**src/rtl/soc_adc_sample_proc.sv**
```systemverilog
// ADC sample post-processor: power-of-two block averaging, running min/max,
// hysteresis threshold alarm on each average and a sticky interrupt.
module soc_adc_sample_proc #(
    parameter int DW       = 10,
    parameter int MAX_LOG2 = 7
) (
    input  logic          sys_slow_cbus_clk,
    input  logic          sys_slow_cbus_rst_n,
    input  logic [DW-1:0] adc_data_in,
    input  logic          adc_strb_in,
    input  logic          cfg_en,
    input  logic [2:0]    cfg_avg_log2,
    input  logic [DW-1:0] cfg_thr_hi,
    input  logic [DW-1:0] cfg_thr_lo,
    input  logic          clr_minmax,
    input  logic          irq_clr,
    output logic [DW-1:0] avg_data,
    output logic          avg_valid,
    output logic [DW-1:0] min_data,
    output logic [DW-1:0] max_data,
    output logic          thr_alarm,
    output logic          irq
);

    localparam int ACC_W = DW + MAX_LOG2;
    localparam int CNT_W = MAX_LOG2 + 1;
    localparam int NL_W  = $clog2(MAX_LOG2 + 1) + 1;

    typedef enum logic {
        IDLE,
        ACC
    } avg_state_t;

    typedef enum logic {
        NORMAL,
        ALARM
    } thr_state_t;

    avg_state_t      avg_state_reg, avg_state_next;
    thr_state_t      thr_state_reg, thr_state_next;
    logic [ACC_W-1:0] acc_reg, acc_next;
    logic [CNT_W-1:0] cnt_reg, cnt_next;
    logic [NL_W-1:0]  nlat_reg, nlat_next;
    logic [DW-1:0]    avg_data_reg, avg_data_next;
    logic             avg_valid_reg, avg_valid_next;
    logic [DW-1:0]    min_reg, min_next;
    logic [DW-1:0]    max_reg, max_next;
    logic             irq_reg, irq_next;

    logic [NL_W-1:0]  n_clip;
    logic [CNT_W-1:0] win_last;
    logic [ACC_W-1:0] sum;

    // Requested exponent clipped to what the accumulator can hold.
    always_comb begin
        if (int'(cfg_avg_log2) > MAX_LOG2) begin
            n_clip = NL_W'(MAX_LOG2);
        end else begin
            n_clip = NL_W'(cfg_avg_log2);
        end
    end

    assign win_last = (CNT_W'(1) << nlat_reg) - CNT_W'(1);
    assign sum      = acc_reg + ACC_W'(adc_data_in);

    always_comb begin
        avg_state_next = avg_state_reg;
        acc_next       = acc_reg;
        cnt_next       = cnt_reg;
        nlat_next      = nlat_reg;
        avg_data_next  = avg_data_reg;
        avg_valid_next = 1'b0;

        case (avg_state_reg)
            IDLE: begin
                if (cfg_en) begin
                    avg_state_next = ACC;
                    acc_next       = '0;
                    cnt_next       = '0;
                    nlat_next      = n_clip;
                end
            end
            ACC: begin
                if (!cfg_en) begin
                    // Partial window is thrown away; a strobe in this cycle is lost.
                    avg_state_next = IDLE;
                    acc_next       = '0;
                    cnt_next       = '0;
                end else if (adc_strb_in) begin
                    if (cnt_reg == win_last) begin
                        avg_data_next  = DW'(sum >> nlat_reg);
                        avg_valid_next = 1'b1;
                        acc_next       = '0;
                        cnt_next       = '0;
                        nlat_next      = n_clip;
                    end else begin
                        acc_next = sum;
                        cnt_next = cnt_reg + CNT_W'(1);
                    end
                end
            end
            default: begin
                avg_state_next = IDLE;
            end
        endcase
    end

    // Min and max are independent so a single sample can move both.
    always_comb begin
        min_next = min_reg;
        max_next = max_reg;
        if (clr_minmax) begin
            min_next = '1;
            max_next = '0;
        end else if (avg_state_reg == ACC && adc_strb_in) begin
            if (adc_data_in < min_reg) begin
                min_next = adc_data_in;
            end
            if (adc_data_in > max_reg) begin
                max_next = adc_data_in;
            end
        end
    end

    // Hysteresis is judged on the freshly registered average only.
    always_comb begin
        thr_state_next = thr_state_reg;
        if (avg_valid_reg) begin
            if (thr_state_reg == NORMAL && avg_data_reg > cfg_thr_hi) begin
                thr_state_next = ALARM;
            end else if (thr_state_reg == ALARM && avg_data_reg < cfg_thr_lo) begin
                thr_state_next = NORMAL;
            end
        end
    end

    always_comb begin
        irq_next = irq_reg;
        if (irq_clr) begin
            irq_next = 1'b0;
        end
        if (thr_state_reg == NORMAL && thr_state_next == ALARM) begin
            irq_next = 1'b1;
        end
    end

    always_ff @(posedge sys_slow_cbus_clk or negedge sys_slow_cbus_rst_n) begin
        if (!sys_slow_cbus_rst_n) begin
            avg_state_reg <= IDLE;
            thr_state_reg <= NORMAL;
            acc_reg       <= '0;
            cnt_reg       <= '0;
            nlat_reg      <= '0;
            avg_data_reg  <= '0;
            avg_valid_reg <= 1'b0;
            min_reg       <= '1;
            max_reg       <= '0;
            irq_reg       <= 1'b0;
        end else begin
            avg_state_reg <= avg_state_next;
            thr_state_reg <= thr_state_next;
            acc_reg       <= acc_next;
            cnt_reg       <= cnt_next;
            nlat_reg      <= nlat_next;
            avg_data_reg  <= avg_data_next;
            avg_valid_reg <= avg_valid_next;
            min_reg       <= min_next;
            max_reg       <= max_next;
            irq_reg       <= irq_next;
        end
    end

    assign avg_data  = avg_data_reg;
    assign avg_valid = avg_valid_reg;
    assign min_data  = min_reg;
    assign max_data  = max_reg;
    assign thr_alarm = (thr_state_reg == ALARM);
    assign irq       = irq_reg;

endmodule

```
**config.mk**
```make
export PLATFORM = sky130hd
export DESIGN_NAME = soc_adc_sample_proc
export DESIGN_NICKNAME = d
export VERILOG_FILES = /design/src/rtl/soc_adc_sample_proc.sv
export SDC_FILE = /design/constraint.sdc
export NUM_CORES = 1
export LEC_CHECK = 0
export ABC_AREA = 1
export BUFFER_PORTS_ARGS = -buffer_cell sky130_fd_sc_hd__buf_2
export CAP_MARGIN = 20
export CORE_MARGIN = 8
export CORE_UTILIZATION = 45
export DETAILED_ROUTE_END_ITERATION = 10
export PLACE_DENSITY = 0.65
export SLEW_MARGIN = 20
export SYNTH_ARGS = -nofsm -noshare
export SYNTH_HDL_FRONTEND = slang
export SYNTH_SLANG_ARGS = --single-unit
```
**constraint.sdc**
```tcl
create_clock -name sys_slow_cbus_clk -period 3.7 [get_ports sys_slow_cbus_clk]
set_input_delay 0.74 -clock sys_slow_cbus_clk [delete_from_list [all_inputs] [get_ports sys_slow_cbus_clk]]
set_output_delay 0.74 -clock sys_slow_cbus_clk [all_outputs]
set_load 0.005 [all_outputs]
```
# == Yosys cells after proc, flatten, opt, wreduce, memory -nomap -nowiden ==
# Index checks and enable logic that the tools add are counted.
# totals
out_inout_bits,33
input_bits,39
ff_bits,63
# classes
addsub,3
n_reduce_logical,13
bitwise_logic,2
muxes,31
shift,2
n_eq_ne,6
n_lt_le_gt_ge,4
# ops
operator,n
17-bit two-way mux,4
10-bit two-way mux,6
17-bit case mux with 2 select lines,1
8-bit two-way mux,4
10-bit greater-than comparator,2
10-bit < comparator,2
17-bit by 10-bit adder with 17-bit output,1
17-bit by 4-bit right shift with 10-bit output,1
4-bit two-way mux,4
8-bit case mux with 2 select lines,1
1-bit two-way mux,10
"8-bit by 1-bit adder with 8-bit output, second input constant",1
8-bit == test,1
4-bit case mux with 2 select lines,1
4-bit AND reduction,2
2-bit nonzero test,4
"1-bit by 4-bit left shift with 8-bit output, first input constant",1
"8-bit by 2-bit subtractor with 8-bit output, second input constant",1
"2-bit inequality test, second input constant",3
2-bit AND reduction,3
1-bit logical AND,4
"3-bit inequality test, second input constant",1
"2-bit by 1-bit inequality test with 1-bit output, second input constant",1
1-bit NOT,2

# == Depth between registers and ports, before layout ==
# Gate-level depths: netlist of the first run.
# logic_depth
depth_word,7
depth_mapped,17

# == Worst setup path after synthesis of the first run ==
# No wires, ideal clock.
# synth_path
path_type,flip-flop to flip-flop
start,register nlat_reg[1]
end,"register avg_data_reg[7], in the netlist avg_data[7]"
path_stages_with_launch,14
arrival_time_ps,2286
setup_time_ps,115
required_time_ps,3585
slack_ps,1298
path_buffers,2
synth_period_minus_slack_ps,2402
cell_sequence,dfrtp_1 > buf_4 > clkbuf_1 > nor2_1 > nand2_1 > ha_1 > xor2_1 > o21ai_0 > nor3_4 > nand2_4 > nor3_4 > nand2_1 > nor2_1 > nor2_1
# synth_between
elab_chain_len,4
elab_cells_between_ends,5
cone_classes,add/sub (1); eq/ne (1); shift (2); reduce/logical (1)
# synth_rtl
item,line,text
from (decl),43,"logic [NL_W-1:0] nlat_reg, nlat_next;"
from (signal assigned),164,nlat_reg <= nlat_next;
1-bit by 4-bit left shift with 8-bit output,63,assign win_last = (CNT_W'(1) << nlat_reg) - CNT_W'(1);
8-bit by 2-bit subtractor with 8-bit output,63,
8-bit == test,90,if (cnt_reg == win_last) begin
4-bit AND reduction (no line),n/a,
to (signal assigned),165,avg_data_reg <= avg_data_next;
to (decl),44,"logic [DW-1:0] avg_data_reg, avg_data_next;"
# Parallel ways exist; a longest one is shown, timed or not.
# A chain may end at the register's enable or synchronous reset.

# == Worst setup path in the final report of the first run ==
# layout_path
start,register nlat_reg[0]
end,"register avg_data_reg[8], in the netlist avg_data[8]"
# Same word-level chain as after synthesis.

==> results.sh, run 1 <==
export IMPL_status="finished, final reports clean"
export IMPL_slew_headroom_pct=50.9
export IMPL_grt_use_total_pct=19.7
export IMPL_htree_levels=3
export IMPL_drt_vias_per_instance=5.40
export IMPL_grt_setup_unrepaired="false"
export IMPL_cts_resized=0
export IMPL_power_density_mw_per_mm2=396
export IMPL_synth_edf_count=0
export IMPL_start_kind="flip-flop"
export IMPL_ys_top_cells_by_count="nand2_1, inv_1, nand3_1, dfrtp_1, nor2_1"
export IMPL_routabilityCongestion=0.941
export IMPL_hpwl_um=11200
export IMPL_synthDistinctLibCells=42
export IMPL_vdd_drop_max_mv=0.227
export IMPL_regToRegStartpoint="nlat_reg[0]$_DFFE_PN0P_"
export IMPL_max_freq_mhz=341
export IMPL_synthArstFlopShare_pct=100
export IMPL_ys_seq_area_share_pct=30.7
export IMPL_synthTopCellsByArea="dfrtp_1, nand2_1, ha_1"
export IMPL_cts_hold_buf=0
export IMPL_cts_path_max_buffers=2
export IMPL_avgSynthCellArea_um2=6.91
export IMPL_yosys_area_top_type="dfrtp_1"
export IMPL_rows=39
export IMPL_start_util_pct=45.4
export IMPL_synth_cells=737
export IMPL_met1_length_um=6220
export IMPL_ant_nets=0
export IMPL_netlist_area_mm2=0.00509
export IMPL_setup_viol=0
export IMPL_fin_crit_ns=2.93
export IMPL_leakagePower_nw=3.21
export IMPL_synth_most_common_cell="nand2_1"
export IMPL_drv_cap=0
export IMPL_clkLatencyLatePin_ns=0.34
export IMPL_grt_max_degree=39
export IMPL_slew_violations=0
export IMPL_worstPathArrival_ns=3.16
export IMPL_required_ns=3.93
export IMPL_n_fill_cell=1124
export IMPL_path_class="reg2reg"
export IMPL_areaGrowthSynthToFinish_pct=14.9
export IMPL_ys_flop_type="dfrtp_1"
export IMPL_yosysWarningCount=0
export IMPL_cts_setup_buffers=0
export IMPL_drt_pass1_iterations=5
export IMPL_finalSetupTns_ns=0
export IMPL_drive_gt1_share_pct=14.7
export IMPL_wl_met2_um=6600
export IMPL_wl_met3_um=1030
export IMPL_clkTransAtPathRegs_ns=0.06
export IMPL_cp_max_fo=19
export IMPL_tightestPinTransition_ns=0.734
export IMPL_port_buffers=71
export IMPL_cts_root_buf="clkbuf_16"
export IMPL_routed_wl_um=14100
export IMPL_layout_nets=897
export IMPL_hold_viol_final=0
export IMPL_vias=5155
export IMPL_wl_per_cell_um=14.8
export IMPL_crit_start="nlat_reg[0]$_DFFE_PN0P_"
export IMPL_drt_iter0_markers=457
export IMPL_synth_seq_cells=62
export IMPL_grt_remaining_overflow=0
export IMPL_end_kind="flip-flop"
export IMPL_drc=0
export IMPL_hp_class="in2async"
export IMPL_multi_input_area_mm2=0.00302
export IMPL_syn_num_nets=827
export IMPL_seqCellArea_mm2=0.00156
export IMPL_io_pins=72
export IMPL_dieArea_mm2=0.0150
export IMPL_synth_top_area_share_pct=25.6
export IMPL_cts_sinks=62
export IMPL_skew_ns=0.00483
export IMPL_grt_pass1_wl_um=23700
export IMPL_cts_tree="built"
export IMPL_post_route_period_util_pct=79.3
export IMPL_post_place_cells=939
export IMPL_largest_register_ffs=17
export IMPL_core_area_mm2=0.0112
export IMPL_diodes=0
export IMPL_fp_dieW_um=122
export IMPL_top_layer="met4"
export IMPL_grt_pass1_vias=5014
export IMPL_antenna_found_initial=0
export IMPL_cts_inserted_buffers=9
export IMPL_final_cells=955
export IMPL_die_h_um=122
[final timing paths]
| path | cells after the start | to | slack, ns |
|---|---|---|---|
| worst max-delay path | 12 | avg_data[8]$_DFFE_PN0P_ | 0.77 |
| worst min-delay path | 1 | max_data[6]$_DFFE_PN0P_ | 0.40 |
| worst max register to register | 12 | avg_data[8]$_DFFE_PN0P_ | 0.77 |
| worst min register to register | 2 | acc_reg[8]$_DFFE_PN0P_ | 0.49 |
| max in group asynchronous | 2 | min_data[0]$_DFFE_PN1P_ | 2.36 |
| min in group sys_slow_cbus_clk | 2 | acc_reg[8]$_DFFE_PN0P_ | 0.49 |
[kinds of logic (layout without fill, tap and decap cells)]
| group | Yosys count | count (layout) | share of synthesized area [%] |
|---|---|---|---|
| compound gates | 108 | 108 | 12.5 |
| xor+xnor | 11 | 11 | 1.89 |
| fa+ha+maj | 51 | 51 | 12.7 |
| buf+inv | 129 | 204 | 9.88 |
| flops | 62 | 62 | 30.7 |
| simple gates | 376 | 376 | 32.3 |
[worst max-delay path, stage by stage (launching register included)]
cell and delay, ns:
dfrtp_1 0.79, inv_1 0.12, nor2_1 0.19, nand2_1 0.08
ha_1 0.24, xor2_1 0.26, o21ai_0 0.19, nor3_4 0.26
nand3_2 0.15, inv_2 0.20, nand3_1 0.14, nor2_1 0.14
nor2_1 0.05
[where the power goes]
| part | internal (mW) | total [mW] | switching, mW |
|---|---|---|---|
| registers | 0.749 | 0.827 | 0.0787 |
| clock network | 0.468 | 0.787 | 0.319 |
| logic | 0.261 | 0.701 | 0.440 |
[metrics by stage]
stage	total power [mW]	worst slack, ns	utilization (%)	cell area [um^2]	hold slack [ns]
3_5_place_dp	1.54	0.804	49.7	5580	0.484
5_1_grt	2.48	0.422	52.1	5850	0.438
2_1_floorplan	1.30	1.30	-	5090	0.444
3_3_place_gp	1.52	0.908	49.7	5580	0.476
6_report	2.32	0.766	52.1	5850	0.396
4_1_cts	2.33	0.789	52.1	5850	0.409
[final cells by class]
| type | instances | area share [%] |
|---|---|---|
| clock inverter | 4 | 0.385 |
| tap | 143 | 3.06 |
| sequential | 62 | 26.7 |
| timing repair buffer | 75 | 6.59 |
| inverter | 113 | 7.30 |
| multi-input combinational | 546 | 51.7 |
| clock buffer | 12 | 4.21 |
[cells in the final DEF (no fill, tap or decap), types with 3 or more instances in the layout]
| cell | n |
|---|---|
| nand4_1 | 11 |
| o31ai_1 | 3 |
| ha_1 | 50 |
| or2_2 | 6 |
| nor2_1 | 51 |
| buf_4 | 4 |
| nand3_1 | 84 |
| a21oi_1 | 25 |
| o22ai_1 | 11 |
| dfstp_2 | 10 |
| nor3_1 | 6 |
| nand2_1 | 205 |
| o21ai_0 | 44 |
| a32o_1 | 5 |
| xor2_1 | 10 |
| inv_1 | 110 |
| clkinv_2 | 3 |
| o211ai_1 | 6 |
| dfrtp_1 | 52 |
| clkbuf_16 | 9 |
| buf_2 | 71 |
[per-layer routing]
metal	GRT usage [%]	up-vias
met5	0	-
met4	7.08	0
met3	4.60	25
met2	31.9	162
met1	25.0	2396
li1	-	2572
Power figures use the tool's default switching activity.
==> run 2: changes to the inputs <==
Settings changed: PLACE_DENSITY 0.65 to 0.68.
Clock period 3.7 ns to 2.4 ns, I/O delays scaled along.
==> results.sh, run 2 (synthesized netlist as in run 1, its figures left out) <==
export IMPL_hp_class="in2async"
export IMPL_cts_root_buf="clkbuf_16"
export IMPL_wl_per_cell_um=14.8
export IMPL_multi_input_area_mm2=0.00308
export IMPL_port_buffers=71
export IMPL_vdd_drop_max_mv=0.476
export IMPL_final_cells=990
export IMPL_dieArea_mm2=0.0150
export IMPL_cts_path_max_buffers=2
export IMPL_max_freq_mhz=444
export IMPL_drt_vias_per_instance=5.37
export IMPL_rows=39
export IMPL_post_route_period_util_pct=93.8
export IMPL_grt_max_degree=25
export IMPL_setup_ws_ns=0.149
export IMPL_cp_max_fo=5
export IMPL_worstPathArrival_ns=2.48
export IMPL_grt_setup_unrepaired="false"
export IMPL_fp_dieW_um=122
export IMPL_routabilityCongestion=0.930
export IMPL_path_class="reg2reg"
export IMPL_most_common_layout_cells="nand2_1, inv_1, nand3_1"
export IMPL_ff2ff_path_depth=13
export IMPL_cts_inserted_buffers=9
export IMPL_drt_pass1_iterations=5
export IMPL_n_fill_cell=1076
export IMPL_grt_remaining_overflow=0
export IMPL_die_h_um=122
export IMPL_antenna_found_initial=0
export IMPL_largest_register_ffs=17
export IMPL_slew_violations=0
export IMPL_setup_viol=0
export IMPL_grt_pass1_vias=5373
export IMPL_power_density_mw_per_mm2=603
export IMPL_cts_sinks=62
export IMPL_clkTransAtPathRegs_ns=0.05
export IMPL_seqCellArea_mm2=0.00157
export IMPL_cts_tree="built"
export IMPL_ant_nets=0
export IMPL_drv_cap=0
export IMPL_rr_endpoint="avg_data[7]$_DFFE_PN0P_"
export IMPL_tightestPinTransition_ns=0.464
export IMPL_diodes=0
export IMPL_vias=5321
export IMPL_layout_nets=932
export IMPL_grt_use_total_pct=20.5
export IMPL_start_util_pct=45.4
export IMPL_layout_commonest_cell="nand2_1"
export IMPL_pre_cts_slack_ns=-0.0923
export IMPL_fin_crit_ns=2.25
export IMPL_required_ns=2.63
export IMPL_areaGrowthSynthToFinish_pct=21.6
export IMPL_hpwl_um=11900
export IMPL_htree_levels=3
export IMPL_skew_ns=0.00933
export IMPL_slew_headroom_pct=69.0
export IMPL_drive_gt1_share_pct=19.1
export IMPL_cts_hold_buf=0
export IMPL_routed_wl_um=14700
export IMPL_reg2reg_setup_slack_ns=0.15
export IMPL_regToRegStartpoint="nlat_reg[0]$_DFFE_PN0P_"
export IMPL_clkLatencyLatePin_ns=0.34
export IMPL_drt_iter0_markers=352
export IMPL_io_pins=72
export IMPL_core_area_mm2=0.0112
export IMPL_hold_viol_final=0
export IMPL_drc=0
export IMPL_leakagePower_nw=3.40
export IMPL_post_place_cells=972
export IMPL_grt_pass1_wl_um=24700
export IMPL_status="finished, final reports clean"
export IMPL_end_kind="flip-flop"
export IMPL_start_kind="flip-flop"
==> run 2: cell types whose count changed in the layout (fill, tap and decap cells not counted), sizes merged <==
cell	previous run	this run
clkinv	3	1
clkbuf	12	14
clkinvlp	1	0
buf	75	110
bufinv	0	1
==> run 2: power by group <==
| part | internal, mW | switching (mW) |
|---|---|---|
| Sequential | 1.16 | 0.0907 |
| Clock | 0.803 | 0.454 |
| Combinational | 0.484 | 0.747 |
| Total | 2.44 | 1.29 |
==> run 2: cell type report <==
| cell class | instances | area share, % |
|---|---|---|
| multi-input cells | 546 | 49.7 |
| well taps | 143 | 2.89 |
| clock buffers | 14 | 3.94 |
| repair buffers | 110 | 10.7 |
| inverters | 113 | 6.93 |
| clock inverters | 2 | 0.566 |
| flip-flops and latches | 62 | 25.3 |
==> run 2: how the worst max path moves through the flow <==
stage | start | end | slack [ns] | depth (start not counted)
floorplan | nlat_reg[1]$_DFFE_PN0P_ | avg_data[7]$_DFFE_PN0P_ | 0.02 | 13
global placement | adc_data_in[0] | avg_data[9]$_DFFE_PN0P_ | -0.05 | 14
detailed placement | adc_data_in[0] | avg_data[9]$_DFFE_PN0P_ | -0.09 | 14
CTS | nlat_reg[1]$_DFFE_PN0P_ | avg_data[0]$_DFFE_PN0P_ | 0.06 | 11
global route | nlat_reg[0]$_DFFE_PN0P_ | avg_data[7]$_DFFE_PN0P_ | 0.0002 | 15
finish | nlat_reg[0]$_DFFE_PN0P_ | avg_data[7]$_DFFE_PN0P_ | 0.15 | 13
==> run 2: timing repair <==
action / 4_1_cts / 5_1_grt
setup endpoints to repair: 0 / 37
endpoints found under the hold margin: 0 / 0
resized for setup: 0 / 16
buffers inserted: 0 / 2
==> run 2: per-stage QoR <==
step | utilization (%) | power (mW) | hold slack [ns] | instance area, um^2 | TNS [ns]
2_1_floorplan | - | 2.01 | 0.184 | 5090 | 0
3_3_place_gp | 52.0 | 2.41 | 0.411 | 5840 | -0.0732
3_5_place_dp | 52.0 | 2.45 | 0.416 | 5840 | -0.270
4_1_cts | 54.5 | 3.72 | 0.0524 | 6120 | 0
5_1_grt | 55.2 | 3.99 | 0.0819 | 6190 | 0
6_report | 55.2 | 3.73 | 0.0564 | 6190 | 0
==> run 2: worst max-delay path: stages (launching register included) <==
cell     delay [ns]
dfrtp_1        0.42
inv_2          0.07
nor2_4         0.12
nand2_2        0.07
ha_4           0.18
xor2_2         0.17
o21ai_1        0.15
nand2_1        0.10
nor3_4         0.22
nand2_4        0.11
nor3_4         0.31
nand2_1        0.09
nor2_1         0.10
nor2_1         0.05
==> run 2: routing by layer <==
layer | GRT usage (%) | share of wire, %
met5 | 0 | 0
met4 | 9.22 | 2.7
met3 | 4.88 | 6.5
met2 | 35.4 | 49
met1 | 23.8 | 42
==> run 3: changes to the inputs <==
Settings changed: CTS_CLUSTER_DIAMETER from default to 200, PLACE_DENSITY 0.68 to 0.65.
==> results.sh, run 3 (synthesized netlist as in run 1, its figures left out) <==
export IMPL_wl_per_cell_um=14.7
export IMPL_power_density_mw_per_mm2=635
export IMPL_clkLatencyLatePin_ns=0.34
export IMPL_slew_headroom_pct=65.9
export IMPL_cp_cell_sequence="inv_2 -> nor2_4 -> nand2_2 -> ha_4 -> xor2_2 -> o21ai_1 -> nand2_1 -> nor3_4 -> nand2_4 -> nor3_4 -> nand2_1 -> nor2_2 -> nor2_1"
export IMPL_required_ns=2.64
export IMPL_tightestPinTransition_ns=0.512
export IMPL_cts_hold_buf=0
export IMPL_post_place_cells=971
export IMPL_grt_use_total_pct=20.3
export IMPL_rows=39
export IMPL_grt_pass1_wl_um=24400
export IMPL_drc=0
export IMPL_routabilityCongestion=0.908
export IMPL_start_util_pct=45.4
export IMPL_drt_pass1_iterations=5
export IMPL_hpwl_um=11600
export IMPL_port_buffers=71
export IMPL_pre_cts_slack_ns=-0.0175
export IMPL_final_cells=992
export IMPL_cts_inserted_buffers=9
export IMPL_cts_sinks=62
export IMPL_cts_path_max_buffers=2
export IMPL_path_class="reg2reg"
export IMPL_start_kind="flip-flop"
export IMPL_p_total_mw=3.99
export IMPL_io_pins=72
export IMPL_worstPathArrival_ns=2.50
export IMPL_fin_crit_ns=2.27
export IMPL_vias=5267
export IMPL_grt_pass1_vias=5280
export IMPL_slowest_delay_ns=0.42
export IMPL_cp_max_fo=5
export IMPL_diodes=0
export IMPL_ant_nets=0
export IMPL_antenna_found_initial=0
export IMPL_layout_commonest_cell="nand2_1"
export IMPL_grt_remaining_overflow=0
export IMPL_dieArea_mm2=0.0150
export IMPL_die_h_um=122
export IMPL_critical_path_top_delay_family="simple AND/OR/NAND/NOR gates"
export IMPL_skew_ns=0.00962
export IMPL_cts_tree="built"
export IMPL_end_kind="flip-flop"
export IMPL_clkTransAtPathRegs_ns=0.06
export IMPL_areaGrowthSynthToFinish_pct=23.3
export IMPL_htree_levels=3
export IMPL_leakagePower_nw=3.44
export IMPL_layout_nets=934
export IMPL_path_buf_inv=1
export IMPL_largest_register_ffs=17
export IMPL_vdd_drop_max_mv=0.389
export IMPL_setup_viol=0
export IMPL_cts_root_buf="clkbuf_16"
export IMPL_max_freq_mhz=441
export IMPL_slew_violations=0
export IMPL_hold_viol_final=0
export IMPL_fp_dieW_um=122
export IMPL_grt_max_degree=24
export IMPL_core_area_mm2=0.0112
export IMPL_drive_gt1_share_pct=20.1
export IMPL_post_route_period_util_pct=94.5
export IMPL_hp_class="in2async"
export IMPL_drt_iter0_markers=361
export IMPL_status="finished, final reports clean"
export IMPL_drv_cap=0
export IMPL_most_common_layout_cells="nand2_1, inv_1, nand3_1"
export IMPL_routed_wl_um=14500
export IMPL_drt_vias_per_instance=5.31
export IMPL_critical_path_slowest_cell="dfrtp_1"
export IMPL_setup_ws_ns=0.131
==> run 3: final timing paths <==
path                                              start                 endpoint  slack [ns]  cells past startpoint
hold reg to reg                  acc_reg[6]$_DFFE_PN0P_   acc_reg[6]$_DFFE_PN0P_        0.49                      2
setup reg to reg                nlat_reg[0]$_DFFE_PN0P_  avg_data[7]$_DFFE_PN0P_        0.13                     13
setup / recovery                nlat_reg[0]$_DFFE_PN0P_  avg_data[7]$_DFFE_PN0P_        0.13                     13
max in group asynchronous           sys_slow_cbus_rst_n  avg_state_reg$_DFF_PN0_        1.60                      2
hold / removal                      sys_slow_cbus_rst_n  max_data[7]$_DFFE_PN0P_        0.10                      1
min in group sys_slow_cbus_clk                   cfg_en  avg_state_reg$_DFF_PN0_        0.27                      1
==> run 3: metal layers <==
| layer | vias up | GRT usage [%] | wire [um] | part of all wire, % |
|---|---|---|---|---|
| li1 | 2638 | - | - | - |
| met1 | 2455 | 24.4 | 6300 | 43 |
| met2 | 148 | 34.2 | 7080 | 49 |
| met3 | 26 | 3.59 | 780 | 5.4 |
| met4 | 0 | 10.2 | 384 | 2.6 |
| met5 | - | 0 | 0 | 0 |
==> run 3: report_power, final <==
group          internal (mW)  leakage, nW  switching, mW  total, mW
Sequential              1.16        0.803         0.0905       1.25
Clock                   1.01        0.159          0.505       1.52
Combinational          0.485         2.47          0.739       1.22
Total                   2.65         3.44           1.33       3.99
==> run 3: area by class of cell <==
cell class | instances | area, um^2
fill | 1083 | 4940
multi-input combinational | 546 | 3080
clock buffer | 10 | 229
tap | 143 | 179
timing repair buffer | 112 | 679
sequential | 62 | 1570
clock inverter | 6 | 110
inverter | 113 | 437
==> run 3: what timing repair did <==
item                       4_1_cts  5_1_grt
resized for setup                0       21
buffers inserted                 0        5
setup endpoints to repair        0       20
==> run 3: stage by stage <==
step / setup TNS, ns / hold WS [ns] / util (%) / cell area (um^2)
2_1_floorplan: 0 / 0.184 / - / 5090
3_3_place_gp: 0 / 0.473 / 52.0 / 5830
3_5_place_dp: -0.0338 / 0.478 / 52.0 / 5830
4_1_cts: 0 / 0.115 / 55.0 / 6170
5_1_grt: -0.0530 / 0.144 / 55.9 / 6280
6_report: 0 / 0.104 / 55.9 / 6280
